[config.mk]
export PLATFORM = sky130hd
export DESIGN_NAME = ascon_stream_ctrl
export DESIGN_NICKNAME = d
export VERILOG_FILES = /design/src/rtl/ascon_stream_ctrl_pkg.sv /design/src/rtl/ascon_stream_ctrl_word_cnt.sv /design/src/rtl/ascon_stream_ctrl.sv
export SDC_FILE = /design/constraint.sdc
export NUM_CORES = 1
export LEC_CHECK = 0
export BUFFER_PORTS_ARGS = -buffer_cell sky130_fd_sc_hd__buf_2
export CORE_AREA = 2 2 245 247
export CTS_CLUSTER_SIZE = 16
export DETAILED_ROUTE_END_ITERATION = 16
export DIE_AREA = 0 0 247 249
export HOLD_SLACK_MARGIN = 0.12
export MAX_ROUTING_LAYER = met4
export SYNTH_ARGS = -nofsm -noshare
export SYNTH_HDL_FRONTEND = slang
export SYNTH_SLANG_ARGS = --single-unit
export TNS_END_PERCENT = 20
[constraint.sdc]
create_clock -name clk -period 3.8 [get_ports clk]
set_input_delay 0.76 -clock clk [delete_from_list [all_inputs] [get_ports clk]]
set_output_delay 0.76 -clock clk [all_outputs]
set_load 0.01 [all_outputs]
[src/rtl/ascon_stream_ctrl_pkg.sv]
// Shared types, FSM states and word-arithmetic helpers for the Ascon stream controller.
// u64_t/u128_t match the core-side word and tag types.
package ascon_stream_ctrl_pkg;

  typedef logic [63:0]  u64_t;
  typedef logic [127:0] u128_t;

  // Widest size field the helpers accept; callers zero-extend into it.
  localparam int SIZE_MAX_W = 16;

  typedef enum logic [2:0] {
    IDLE,
    DELAY,
    INIT,
    AD,
    PT,
    FINAL,
    DONE
  } stream_state_e;

  function automatic logic [SIZE_MAX_W:0] size_to_words(input logic [SIZE_MAX_W-1:0] size);
    logic [SIZE_MAX_W:0] sum;
    sum = {1'b0, size} + (SIZE_MAX_W+1)'(7);
    return sum >> 3;
  endfunction

  function automatic logic [3:0] last_bytes(input logic [2:0] size_lsb);
    return (size_lsb == 3'd0) ? 4'd8 : {1'b0, size_lsb};
  endfunction

endpackage

[src/rtl/ascon_stream_ctrl_word_cnt.sv]
// ascon_word_cnt: per-phase word counter, reloaded with the phase size and
// flagging the last word together with its valid byte count.
module ascon_word_cnt
  import ascon_stream_ctrl_pkg::*;
#(
  parameter int DATA_AW = 7
) (
  input  logic               clk,
  input  logic               rst_n,
  input  logic               load_i,
  input  logic [DATA_AW-1:0] size_i,
  input  logic               adv_i,
  output logic               last_o,
  output logic [3:0]         bytes_o
);

  logic [DATA_AW-1:0]  size_q, size_d;
  logic [DATA_AW:0]    cnt_q, cnt_d;
  logic [SIZE_MAX_W:0] words;
  logic [SIZE_MAX_W:0] cnt_ext;

  assign words   = size_to_words(SIZE_MAX_W'(size_q));
  assign cnt_ext = (SIZE_MAX_W+1)'(cnt_q);
  assign last_o  = (cnt_ext == words - (SIZE_MAX_W+1)'(1));
  assign bytes_o = last_o ? last_bytes(size_q[2:0]) : 4'd8;

  always_comb begin
    size_d = size_q;
    cnt_d  = cnt_q;
    if (load_i) begin
      size_d = size_i;
      cnt_d  = '0;
    end else if (adv_i) begin
      cnt_d = cnt_q + (DATA_AW+1)'(1);
    end
  end

  always_ff @(posedge clk) begin
    if (!rst_n) begin
      size_q <= '0;
      cnt_q  <= '0;
    end else begin
      size_q <= size_d;
      cnt_q  <= cnt_d;
    end
  end

endmodule

[src/rtl/ascon_stream_ctrl.sv]
// Job sequencer between the APB register block and the Ascon AEAD core.
// Optional cycle counter port cycle_cnt_o is enabled by ASCON_STREAM_CTRL_CYCLE_CNT_EN.
module ascon_stream_ctrl
  import ascon_stream_ctrl_pkg::*;
#(
  parameter int DATA_AW     = 7,
  parameter int DELAY_WIDTH = 16
) (
  input  logic                   clk,
  input  logic                   rst_n,
  input  logic                   start_i,
  input  logic [DATA_AW-1:0]     ad_size_i,
  input  logic [DATA_AW-1:0]     pt_size_i,
  input  logic [DELAY_WIDTH-1:0] delay_i,
  output logic                   ready_o,
  output logic                   wait_ad_o,
  output logic                   wait_pt_o,
  output logic                   tag_valid_o,
  output logic [127:0]           tag_o,
  output logic                   ad_pop_o,
  input  logic [63:0]            ad_i,
  input  logic                   ad_empty_i,
  output logic                   pt_pop_o,
  input  logic [63:0]            pt_i,
  input  logic                   pt_empty_i,
  output logic                   ct_push_o,
  output logic [63:0]            ct_o,
  input  logic                   ct_full_i,
  output logic                   core_start_o,
  input  logic                   core_ready_i,
  output logic                   core_valid_o,
  input  logic                   core_ready_in_i,
  output logic                   core_type_o,
  output logic [63:0]            core_data_o,
  output logic                   core_last_o,
  output logic [3:0]             core_bytes_o,
  input  logic                   core_ct_valid_i,
  input  logic [63:0]            core_ct_i,
  output logic                   core_ct_ready_o,
  input  logic                   core_tag_valid_i,
  input  logic [127:0]           core_tag_i
`ifdef ASCON_STREAM_CTRL_CYCLE_CNT_EN
  ,
  output logic [31:0]            cycle_cnt_o
`endif
);

  stream_state_e          state_q;
  logic                   start_q;
  logic [DATA_AW-1:0]     ad_size_q, pt_size_q;
  logic [DELAY_WIDTH-1:0] delay_q, dly_cnt_q;
  logic                   core_start_q;
  logic                   tag_valid_q;
  u128_t                  tag_q;

  logic               start_edge, idle, in_ad, in_pt, accept, ad_has, pt_has;
  logic               wc_load, wc_adv, wc_last;
  logic [DATA_AW-1:0] wc_size;
  logic [3:0]         wc_bytes;

  assign idle       = (state_q == IDLE) || (state_q == DONE);
  assign start_edge = start_i && !start_q;
  assign in_ad      = (state_q == AD);
  assign in_pt      = (state_q == PT);
  assign ad_has     = (ad_size_q != '0);
  assign pt_has     = (pt_size_q != '0);

  // Handshakes are gated by rst_n so a reset cycle never pops or pushes a FIFO.
  assign core_valid_o    = rst_n && ((in_ad && !ad_empty_i) || (in_pt && !pt_empty_i));
  assign accept          = core_valid_o && core_ready_in_i;
  assign ad_pop_o        = accept && in_ad;
  assign pt_pop_o        = accept && in_pt;
  assign core_type_o     = in_pt;
  assign core_data_o     = in_ad ? ad_i : (in_pt ? pt_i : 64'h0);
  assign core_last_o     = (in_ad || in_pt) && wc_last;
  assign core_bytes_o    = (in_ad || in_pt) ? wc_bytes : 4'd0;
  assign core_ct_ready_o = rst_n && !ct_full_i;
  assign ct_push_o       = core_ct_valid_i && core_ct_ready_o;
  assign ct_o            = core_ct_i;
  assign core_start_o    = core_start_q;

  assign ready_o     = idle;
  assign wait_ad_o   = in_ad && ad_empty_i;
  assign wait_pt_o   = in_pt && pt_empty_i;
  assign tag_valid_o = tag_valid_q;
  assign tag_o       = tag_q;

  always_comb begin
    wc_load = 1'b0;
    wc_adv  = 1'b0;
    wc_size = ad_size_q;
    case (state_q)
      INIT: begin
        if (core_ready_i && ad_has) begin
          wc_load = 1'b1;
        end else if (core_ready_i && pt_has) begin
          wc_load = 1'b1;
          wc_size = pt_size_q;
        end
      end
      AD: begin
        if (accept && wc_last) begin
          wc_load = pt_has;
          wc_size = pt_size_q;
        end else begin
          wc_adv = accept;
        end
      end
      PT:      wc_adv = accept && !wc_last;
      default: wc_adv = 1'b0;
    endcase
  end

  ascon_word_cnt #(
    .DATA_AW (DATA_AW)
  ) u_word_cnt (
    .clk     (clk),
    .rst_n   (rst_n),
    .load_i  (wc_load),
    .size_i  (wc_size),
    .adv_i   (wc_adv),
    .last_o  (wc_last),
    .bytes_o (wc_bytes)
  );

  always_ff @(posedge clk) begin
    if (!rst_n) begin
      state_q      <= IDLE;
      start_q      <= 1'b0;
      ad_size_q    <= '0;
      pt_size_q    <= '0;
      delay_q      <= '0;
      dly_cnt_q    <= '0;
      core_start_q <= 1'b0;
      tag_valid_q  <= 1'b0;
      tag_q        <= '0;
    end else begin
      start_q      <= start_i;
      core_start_q <= 1'b0;
      case (state_q)
        IDLE, DONE: begin
          if (start_edge) begin
            ad_size_q   <= ad_size_i;
            pt_size_q   <= pt_size_i;
            delay_q     <= delay_i;
            dly_cnt_q   <= DELAY_WIDTH'(1);
            tag_valid_q <= 1'b0;
            // A zero delay spends no cycle in DELAY.
            state_q     <= (delay_i == '0) ? INIT : DELAY;
          end
        end
        DELAY: begin
          if (dly_cnt_q >= delay_q) begin
            state_q <= INIT;
          end else begin
            dly_cnt_q <= dly_cnt_q + DELAY_WIDTH'(1);
          end
        end
        INIT: begin
          if (core_ready_i) begin
            core_start_q <= 1'b1;
            state_q      <= ad_has ? AD : (pt_has ? PT : FINAL);
          end
        end
        AD: begin
          if (accept && wc_last) begin
            state_q <= pt_has ? PT : FINAL;
          end
        end
        PT: begin
          if (accept && wc_last) begin
            state_q <= FINAL;
          end
        end
        FINAL: begin
          if (core_tag_valid_i) begin
            tag_q       <= core_tag_i;
            tag_valid_q <= 1'b1;
            state_q     <= DONE;
          end
        end
        default: state_q <= IDLE;
      endcase
    end
  end

`ifdef ASCON_STREAM_CTRL_CYCLE_CNT_EN
  logic [31:0] cycle_cnt_q;

  always_ff @(posedge clk) begin
    if (!rst_n) begin
      cycle_cnt_q <= '0;
    end else if (idle && start_edge) begin
      cycle_cnt_q <= '0;
    end else if ((state_q inside {INIT, AD, PT, FINAL}) && (cycle_cnt_q != '1)) begin
      cycle_cnt_q <= cycle_cnt_q + 32'd1;
    end
  end

  assign cycle_cnt_o = cycle_cnt_q;
`endif

endmodule

After elaboration in Yosys (flattened, before gate mapping)
Index checks and enable logic that the tools add are counted.
{ "word_totals": {"elab_cells": 102, "ff_bits": 195} }
{ "op_classes": {"eq_ne": 14, "mux": 32, "bitwise_logic": 1, "reduce_logical": 39, "add_sub_neg": 4, "n_lt_le_gt_ge": 1} }
{ "op_table": {"columns": ["operator", "count"], "rows": [
  ["64-bit 2-to-1 mux", 2],
  ["16-bit 2-to-1 mux", 2],
  ["16-bit one-hot mux with 2 select lines", 1],
  ["3-bit 2-to-1 mux", 7],
  ["7-bit 2-to-1 mux", 3],
  ["3-bit one-hot mux with 6 select lines", 1],
  ["8-bit by 17-bit == test with 1-bit output", 1],
  ["16-bit by 1-bit adder with 16-bit output, second input constant", 1],
  ["16-bit >= comparator", 1],
  ["1-bit logical AND", 16],
  ["16-bit zero test", 1],
  ["14-bit by 1-bit subtractor with 15-bit output, second input constant", 1],
  ["7-bit one-hot mux with 2 select lines", 1],
  ["7-bit nonzero test", 2],
  ["4-bit 2-to-1 mux", 3],
  ["2-bit != test, second input constant", 5],
  ["3-bit == test, second input constant", 3],
  ["7-bit by 3-bit adder with 8-bit output, second input constant", 1],
  ["8-bit by 1-bit adder with 8-bit output, second input constant", 1],
  ["1-bit 2-to-1 mux", 8],
  ["3-bit by 2-bit == test with 1-bit output, second input constant", 2],
  ["3-bit zero test", 2],
  ["1-bit one-hot mux with 2 select lines", 3],
  ["2-bit AND reduction", 3],
  ["other kinds (10)", 20]
]} }

Longest topological paths before layout
Gate-level depths: netlist of run 1.
{ "depth": {"word_depth": 9, "ltp_mapped": 13} }

Hierarchy
A second synthesis of run 1 with hierarchy kept.
{ "hier_totals": {"cells_unflattened": 1195, "hier_area_um2": 9344.0} }
{ "by_module_without_submodules": {"columns": ["mod", "cells_each", "seq_area_each_um2", "instances", "area_each_um2"], "rows": [
  ["ascon_stream_ctrl", 1104, 3603.5, 1, 8496.9],
  ["ascon_word_cnt", 91, 300.3, 1, 847.1]
]} }

Least setup slack after synthesis of run 1
No wires, ideal clock.
{ "synth_timing": {"path_type": "reg2out", "from": "register u_word_cnt.size_q[2]", "to": "output core_bytes_o[0]", "required_ns": 3.040, "stages_incl_launch_ff": 12, "setup_slack_ns": 0.146, "t_arrival_ns": 2.894, "cell_sequence": "dfxtp_1 > or3_1 > nand2_1 > xor2_1 > ha_1 > a21boi_0 > ha_1 > xor2_1 > nand4_1 > a211oi_2 > nor2b_1 > and2_1"} }
{ "synth_between": {"elab_chain_cells": 5, "word_cells_on_any_way": 7, "classes_between": "add/sub: 2; eq/ne: 1; mux: 3; reduce/logical: 1"} }
{ "synth_rtl": {"columns": ["item", "line", "text"], "rows": [
  ["from (decl)", "ascon_stream_ctrl_word_cnt.sv:17", "logic [DATA_AW-1:0] size_q, size_d;"],
  ["from (signal assigned)", "ascon_stream_ctrl_word_cnt.sv:43", "size_q <= size_d;"],
  ["7-bit by 3-bit adder with 8-bit output", "ascon_stream_ctrl_pkg.sv:23", "sum = {1'b0, size} + (SIZE_MAX_W+1)'(7);"],
  ["14-bit by 1-bit subtractor with 15-bit output", "ascon_stream_ctrl_word_cnt.sv:24", "assign last_o = (cnt_ext == words - (SIZE_MAX_W+1)'(1));"],
  ["8-bit by 17-bit == test with 1-bit output", "ascon_stream_ctrl_word_cnt.sv:24", null],
  ["4-bit 2-to-1 mux (*)", "ascon_stream_ctrl_word_cnt.sv:25", "assign bytes_o = last_o ? last_bytes(size_q[2:0]) : 4'd8;"],
  ["4-bit 2-to-1 mux (*)", "ascon_stream_ctrl.sv:76", "assign core_bytes_o = (in_ad || in_pt) ? wc_bytes : 4'd0;"],
  ["to (decl)", "ascon_stream_ctrl.sv:36", "output logic [3:0] core_bytes_o,"]
]} }
Every way passes the cells marked *; elsewhere a longest branch is shown, timed or not.

Final worst setup path of run 1
Ends and elaborated chain as after synthesis.

==> results of run 1 <==
==> kinds of logic (layout without fill, tap and decap cells) <==
group,Yosys count,after routing,share of synthesized area (%)
compound gates,318,318,24.7
flops,195,195,40.0
xor+xnor,15,15,1.42
other cells,0,10,0
mux,4,4,0.410
simple gates,483,483,21.2
fa+ha+maj,22,22,2.82
buf+inv,171,593,9.45
==> cells in the mapped netlist (12+ instances only) <==
cell,instances,area (sq um)
or4_1,15,113
nand3_1,19,95.1
dfxtp_1,195,3900
buf_4,66,495
ha_1,22,275
nand2_1,357,1340
clkbuf_1,69,259
o21ai_1,12,60.1
o31ai_1,13,97.6
a21oi_1,25,125
inv_1,19,71.3
nor2_1,26,97.6
a21boi_0,159,1190
a22o_1,64,561
==> metal layers <==
layer	up-vias	part of all wire, %	track usage (%)
li1	4903	-	-
met1	4404	39	13.8
met2	449	52	23.5
met3	71	6.8	3.66
met4	0	2.8	6.20
met5	-	0	-
==> power by group <==
| part | internal (mW) | switching, mW | leakage (nW) |
|---|---|---|---|
| sequential | 2.11 | 0.0816 | 1.58 |
| clock | 0.945 | 0.917 | 0.283 |
| combinational | 0.426 | 0.610 | 3.91 |
| total | 3.48 | 1.61 | 5.77 |
==> metrics by stage <==
stage	setup TNS, ps	std cells	hold WS [ps]	util [%]
5_1_grt	-2240	2413	480	22.9
3_3_place_gp	0	2363	449	21.6
2_1_floorplan	0	1208	443	-
4_1_cts	-454	2402	465	22.8
6_report	-231	2413	459	22.9
3_5_place_dp	0	2363	454	21.6
==> registers in the layout (all words and copies together), names as in the netlist <==
register and flops:
delay_q 16, u_word_cnt.size_q 7, core_start_o 1, dly_cnt_q 16, state_q 3, ad_size_q 7
start_q 1, pt_size_q 7, tag_valid_o 1, u_word_cnt.cnt_q 8, tag_o 128
==> worst min-delay path: cells and delay by family, from the launching register on <==
kind,cells,cell delay (ps)
AO/OA/AOI/OAI,1,60
flip-flops,1,310
AND/OR/NAND/NOR,1,40
==> layout make-up <==
cell class,instances,area share [%]
multi-input cells,842,37.2
repair buffers,540,21.4
clock buffers,19,3.30
diodes,10,0.186
flip-flops and latches,195,29.1
clock inverters,13,1.07
well taps,773,7.20
inverters,21,0.633
==> final timing paths <==
kind | cells past startpoint | endpoint | startpoint
worst max-delay path | 12 | core_bytes_o[0] | u_word_cnt.size_q[2]$_SDFFE_PN0P_
worst min-delay path | 2 | tag_o[113]$_SDFFE_PN0P_ | tag_o[113]$_SDFFE_PN0P_
worst max register to register | 18 | u_word_cnt.size_q[2]$_SDFFE_PN0P_ | u_word_cnt.size_q[2]$_SDFFE_PN0P_
worst min register to register | 2 | tag_o[113]$_SDFFE_PN0P_ | tag_o[113]$_SDFFE_PN0P_
==> repair_timing <==
item	in CTS	in global routing
pin swaps	7	8
hold endpoints to repair	0	0
buffers inserted	7	1
resized for setup	11	8
setup endpoints to repair	5	23
==> results.md, run 1 <==
* CTS tree: done
* Antenna-violating nets left at 0
* Status: complete, but fails checks
* Worst min path class: flip-flop to flip-flop
* Die height at 249 microns
* Ys async rst share at 0%
* Area delta synth->final at 37.7%
* Cell mode on critical path: xor2_1
* Clock sink total at 195
* DR pass1 iterations at 5
* Post-CTS Hold Fix Bufs at 0
* VDD IR max at 0.325 mV
* Mapped Area at 9760 sq um
* CP top delay family: simple AND/OR/NAND/NOR gates
* Port Buffer Count at 503
* Period utilization at 102%
* Number of synthesized register bits at 195
* Mapped Nets at 1590
* Placement-stage cell area at 12700 sq um
* Clock-pin transition on the worst setup and hold timing paths at 80 ps
* Failing checks: setup timing
* Setup violators final at 3
* Pwr/cell area at 379 nW/um^2
* P_leak at 5.77 nW
* Core ar. at 58700 sq um
* Commonest cells after routing, fill and taps aside: buf_2 (499), nand2_1 (356), dfxtp_1 (194)
* Hold Violations, Final at 0
* Mapped Cells at 1208
* Worst setup SP type: flip-flop
* Register area at 3910 sq um
* Count of cell types in the netlist at 59
* Dominant synthesized flop cell: dfxtp_1
* Total power at 5.09 mW
* Worst Path Arrival at 3120 ps
* GR Overflow Total at 0
* Crit path cell chain: or3_4 -> nand2_2 -> xor2_1 -> ha_2 -> a21boi_2 -> ha_1 -> xor2_1 -> nand4_1 -> a211oi_2 -> nor2b_4 -> and2_4 -> buf_6
* DR vias at 9827
* Wire length per cell at 17.0 microns
* Crit path max fanout at 4
* Max Cap Viol at 0
* Fin nets at 1999
* Seq/Total Area, Yosys at 40.0%
* Max-slew violations at 0
* Worst setup EP type: output pin
* Share of cells above drive strength 1 at 36.7%
* CTS H-tree depth at 4
* Post-layout instance area at 13400 sq um
* Largest net degree at the start of global routing at 130
* Routed WL at 41000 microns
* Chip Width at 247 microns
* Max stage delay on crit path at 410 ps
* Area of the multi-input gates at 5000 sq um
* TritonCTS Buffers at 17
* Slowest cell on the critical path: or3_4
* Initial antenna violation count at 25
* Crit path kind: flip-flop to output pin
* Fill cells at 6584
* Max Clock Freq at 258 MHz
* Starting DRT DRC Count at 506
* WP buf/inv at 1
* Worst R2R Setup Slack at 120 ps
* Total track usage at 13.4%
* Commonest non-fill, non-tap cell in the layout: buf_2
* Routability cong. at 0.829
* Remaining DRCs at 0
* Clock latency on the worst-skew pair at 480 ps
* RSZ-0062 raised after global routing: yes
* Die Area at 61500 sq um
* Least-Margin Pin Slew at 955 ps
* Fin crit period at 3880 ps
* Clock skew at 13.6 ps
* Placement Rows at 89
* Final WS setup at -78.9 ps
* DR vias/cell at 4.07
* Vias in the first global route at 9259
* Initial Util at 16.6%
* Pre-CTS setup slack at 160 ps
* Ys Warns at 0
* Clock Path Buffers at 2
* IO Pins at 632
* Slew HR at 36.1%
* Req. time, crit path at 3040 ps
* Syn Area/Cell at 8.08 sq um
* HPWL after DPL at 33200 microns
* CTS Root Buffer Type: clkbuf_16
* Post-synth EDFFs at 0
* First-pass GRT wire length at 58000 microns
(Power assumes the default switching activity.)
==> run 2: changes to the inputs <==
--- a/constraint.sdc
+++ b/constraint.sdc
@@ -3,2 +3,2 @@
 set_output_delay 0.76 -clock clk [all_outputs]
-set_load 0.01 [all_outputs]
+set_load 0.005 [all_outputs]
==> run 2 against run 1 <==
Compared with the run above: clock power down 5%; clock skew rose by 5.3 ps; global-route usage is essentially flat; critical path type unchanged; the flow still finishes with violations (setup timing); via count is 0.85% higher; largest cell class unchanged; first-iteration DRC count fell by 18%; sequential share of layout area is 0.093 points lower; maximum frequency increased by 2.1%; hold slack better by 1.8 ps.
==> results.md, run 2 (same netlist as run 1, synthesis figures left out) <==
* Port Buffer Count at 503
* Die Area at 61500 sq um
* Placement Rows at 89
* Chip Width at 247 microns
* Largest net degree at the start of global routing at 80
* Setup violators final at 1
* DR vias/cell at 4.09
* Fill cells at 6513
* Area delta synth->final at 38.1%
* Req. time, crit path at 3040 ps
* Pre-CTS setup slack at 181 ps
* Wire length per cell at 17.1 microns
* Pwr/cell area at 370 nW/um^2
* Starting DRT DRC Count at 415
* GR Overflow Total at 0
* P_leak at 5.83 nW
* Post-layout instance area at 13500 sq um
* Total power at 4.98 mW
* Max reg flops at 128
* DR pass1 iterations at 5
* Hold Violations, Final at 0
* Period utilization at 100%
* Initial Util at 16.6%
* Crit path kind: flip-flop to output pin
* Status: complete, but fails checks
* Commonest cells after routing, fill and taps aside: buf_2 (502), nand2_1 (356), dfxtp_1 (195)
* DR vias at 9911
* Routability cong. at 0.799
* Slowest cell on the critical path: or3_4
* Slew HR at 32.1%
* Crit path max fanout at 4
* Total track usage at 13.4%
* Worst setup EP type: output pin
* Placement-stage cell area at 12800 sq um
* Antenna-violating nets left at 0
* CTS tree: done
* Vias in the first global route at 9260
* Final WS setup at -0.0129 ps
* Worst Path Arrival at 3040 ps
* TritonCTS Buffers at 17
* VDD IR max at 0.381 mV
* Share of cells above drive strength 1 at 37.2%
* Core ar. at 58700 sq um
* Fin crit period at 3800 ps
* Clock skew at 18.9 ps
* Final setup TNS at -0.0129 ps
* CTS H-tree depth at 4
* Max stage delay on crit path at 410 ps
* Clock sink total at 195
* WP buf/inv at 1
* IO Pins at 632
* Max-slew violations at 0
* Least-Margin Pin Slew at 1020 ps
* HPWL after DPL at 34000 microns
* CTS Root Buffer Type: clkbuf_16
* Fin nets at 2012
* Hold Worst Slack at 461 ps
* Clock latency on the worst-skew pair at 500 ps
* First-pass GRT wire length at 57700 microns
* CP top delay family: simple AND/OR/NAND/NOR gates
* Routed WL at 41400 microns
* Max Cap Viol at 0
* Initial antenna violation count at 25
* Worst min path class: flip-flop to flip-flop
* Clock-pin transition on the worst setup and hold timing paths at 80 ps
* Worst setup SP type: flip-flop
* Cell mode on critical path: xor2_1
* RSZ-0062 raised after global routing: yes
* Commonest non-fill, non-tap cell in the layout: buf_2
* Die height at 249 microns
* Remaining DRCs at 0
* Failing checks: setup timing
* Crit path cell chain: or3_4 -> nand2_2 -> xor2_1 -> ha_2 -> a21boi_2 -> ha_1 -> xor2_1 -> nand4_1 -> a211oi_2 -> nor2b_4 -> and2_1 -> buf_2
* Clock Path Buffers at 2
* Max Clock Freq at 263 MHz
-- run 2: layout make-up --
type | count | area (sq um) | area share, %
clock inverter | 14 | 128 | 0.947
timing repair buffer | 553 | 2930 | 21.8
tap | 773 | 967 | 7.18
multi-input combinational | 842 | 5010 | 37.2
clock buffer | 17 | 425 | 3.16
antenna | 10 | 25.0 | 0.186
sequential | 195 | 3900 | 29.0
inverter | 21 | 85.1 | 0.631
-- run 2: worst paths after layout --
check	slack, ps	start	endpoint	depth (start not counted)
hold / removal	460	tag_o[57]$_SDFFE_PN0P_	tag_o[57]$_SDFFE_PN0P_	2
setup / recovery	-0.01	u_word_cnt.size_q[0]$_SDFFE_PN0P_	core_bytes_o[1]	12
setup reg to reg	190	u_word_cnt.size_q[0]$_SDFFE_PN0P_	u_word_cnt.cnt_q[3]$_SDFFE_PP0P_	17
hold reg to reg	460	tag_o[57]$_SDFFE_PN0P_	tag_o[57]$_SDFFE_PN0P_	2
-- run 2: metrics by stage --
step                      utilization (%)  cells
final                                23.0   2425
after global routing                 23.0   2425
after CTS                            22.9   2415
after detailed placement             21.8   2378
after global placement               21.8   2378
after floorplan                         -   1208
-- run 2: repair_timing --
item,4_1_cts,5_1_grt
setup endpoints to repair,5,20
setup buffers,6,0
hold buffers,0,0
gates resized for setup,10,4
pin swaps,4,2
gates cloned,0,0
-- run 2: metal layers --
| metal | track usage [%] | part of all wire (%) |
|---|---|---|
| met3 | 3.93 | 6.7 |
| met4 | 5.40 | 3.6 |
| met1 | 13.7 | 39 |
| met2 | 23.8 | 51 |
| met5 | - | 0 |
-- run 2: power breakdown --
part           internal, mW  switching, mW  total (mW)  leakage, nW
clock network         0.856          0.912        1.77        0.269
registers              2.11         0.0822        2.19         1.57
logic                 0.428          0.597        1.02         3.99
-- run 2: worst reg2reg max path, stage by stage, from the launching register on --
cell       delay, ps
dfxtp_1          310
or3_4            410
nand2_2           80
xor2_1           150
ha_2             200
a21boi_2         150
ha_1             240
xor2_1           130
nand4_1          140
buf_4            170
buf_4            120
buf_4            120
buf_4            110
buf_4            130
a2111oi_0        420
nand2b_4         290
nand2b_2         240
nor2_1            70
==> run 3: changes to the inputs <==
GPL_TIMING_DRIVEN = 0   (was default)
REMOVE_ABC_BUFFERS = 1   (was default)
==> run 3 against run 2 <==
Compared with the run above: the flow still finishes with violations (setup timing); sequential power barely moved; core utilization increased by 0.098 points; cell count fell by 0.66%; routed wire length grew 8.1%; clock power is 8% higher; clock skew up 2.8 ps; global-route usage grew 1.1 points; cell area grew 0.43%; sequential share of layout area fell by 0.068 points; die area did not move; largest cell class unchanged; largest power group unchanged.
==> results.md, run 3 (same netlist as run 1, synthesis figures left out) <==
* First-pass GRT wire length at 62500 microns
* TritonCTS Buffers at 17
* Max-slew violations at 0
* Vias in the first global route at 9681
* Least-Margin Pin Slew at 860 ps
* Antenna-violating nets left at 0
* Fin nets at 1988
* Clock power frac at 37.5%
* Max Clock Freq at 259 MHz
* WP buf/inv at 1
* Remaining DRCs at 0
* Inst Count DP at 2352
* DR pass1 iterations at 5
* Total track usage at 14.5%
* HPWL after DPL at 35700 microns
* Sw frac at 32.3%
* Worst setup SP type: flip-flop
* Max Cap Viol at 0
* Max stage delay on crit path at 420 ps
* Worst setup EP type: output pin
* P_int at 3.46 mW
* Crit path kind: flip-flop to output pin
* Commonest cells after routing, fill and taps aside: buf_2 (500), nand2_1 (356), dfxtp_1 (193)
* Placement Rows at 89
* Fin cells at 2409
* Setup violators final at 4
* Initial antenna violation count at 22
* Die Area at 61500 sq um
* Crit path max fanout at 4
* Commonest non-fill, non-tap cell in the layout: buf_2
* Pwr/cell area at 377 nW/um^2
* CTS tree: done
* P_leak at 5.79 nW
* Comb pwr share at 19.6%
* DR vias/cell at 4.21
* Slew HR at 42.6%
* Sw power at 1.65 mW
* Chip Width at 247 microns
* GR Overflow Total at 0
* CP top delay family: simple AND/OR/NAND/NOR gates
* Period utilization at 101%
* Routed WL at 44700 microns
* Req. time, crit path at 3040 ps
* VDD IR max at 0.331 mV
* Hold Worst Slack at 461 ps
* Max reg flops at 128
* Starting DRT DRC Count at 502
* Fin crit period at 3850 ps
* Clock latency on the worst-skew pair at 490 ps
* DR vias at 10100
* Routability cong. at 0.874
* Slowest cell on the critical path: or3_4
* Clock sink total at 195
* Core ar. at 58700 sq um
* Port Buffer Count at 503
* Largest net degree at the start of global routing at 93
* Area delta synth->final at 38.7%
* Worst Path Arrival at 3090 ps
* Status: complete, but fails checks
* Worst min path class: flip-flop to flip-flop
* Initial Util at 16.6%
* Clock Path Buffers at 2
* Hold Violations, Final at 0
* Failing checks: setup timing
* Clock-pin transition on the worst setup and hold timing paths at 80 ps
* IO Pins at 632
* Wire length per cell at 18.6 microns
* Clock skew at 21.7 ps
* Die height at 249 microns
* Share of cells above drive strength 1 at 36.3%
* Power share of the sequential group at 42.9%
* Post-CTS Hold Fix Bufs at 0
* CTS Root Buffer Type: clkbuf_16
* RSZ-0062 raised after global routing: yes
* Final WS setup at -54.1 ps
* Crit path cell chain: or3_4 -> nand2_4 -> xor2_2 -> ha_2 -> a21boi_2 -> ha_1 -> xor2_1 -> nand4_1 -> a211oi_4 -> nor2b_4 -> and2_4 -> buf_6
* Pre-CTS setup slack at -335 ps
* CTS H-tree depth at 4
run 3: layout make-up:
cell class,instances,area (sq um)
Antenna cell,17,42.5
Clock buffer,19,453
Clock inverter,13,159
Fill cell,6565,45200
Inverter,21,85.1
Multi-Input combinational cell,842,5010
Sequential cell,195,3910
Tap cell,773,967
Timing Repair Buffer,529,2910
run 3: power by group through the flow:
stage                     Combinational, mW  Sequential [mW]  Clock [mW]
after global placement                0.978             2.24           0
after global routing                   1.12             2.20        2.09
final                                  1.00             2.19        1.92
after detailed placement               1.00             2.24           0
after floorplan                       0.512             2.21           0
after CTS                              1.01             2.19        2.02
run 3: path summary, 6_finish.rpt:
check        cells after the start                      end  slack [ps]                              start
min                              2   tag_o[20]$_SDFFE_PN0P_         460             tag_o[20]$_SDFFE_PN0P_
max                             12          core_bytes_o[2]         -50  u_word_cnt.size_q[2]$_SDFFE_PN0P_
max reg2reg                     14  state_q[2]$_SDFFE_PN0P_         150  u_word_cnt.size_q[2]$_SDFFE_PN0P_
min reg2reg                      2   tag_o[20]$_SDFFE_PN0P_         460             tag_o[20]$_SDFFE_PN0P_
run 3: worst reg2reg max path, stage by stage, from the launching register on:
cell and delay [ps]:
dfxtp_4 350, or3_4 420, nand2_4 80, xor2_2 140
ha_2 190, a21boi_2 150, ha_1 240, xor2_1 130
nand4_1 200, buf_4 190, buf_4 130, a2111oi_4 670
nor2_1 210, nor3_4 260, mux2i_1 210
run 3: timing repair:
action | in CTS | in global routing
endpoints found under the setup margin | 5 | 18
buffers inserted | 7 | 1
pin swaps | 8 | 6
gates resized for setup | 16 | 4
run 3: per-stage QoR:
step | area [sq um] | power (mW) | utilization (%) | TNS [ps]
floorplan | 8920 | 2.73 | - | -163750
global placement | 12400 | 3.21 | 21.1 | -739190
detailed placement | 12700 | 3.24 | 21.7 | -1340
CTS | 13500 | 5.21 | 22.9 | -800
global route | 13500 | 5.41 | 23.0 | -1420
finish | 13500 | 5.11 | 23.1 | -166
run 3: per-layer routing:
metal / part of all wire (%) / GRT usage (%) / vias to the layer above
li1: - / - / 4895
met1: 38 / 14.9 / 4569
met2: 45 / 22.2 / 605
met3: 13 / 7.83 / 66
met4: 4.4 / 7.73 / 0
met5: 0 / - / -
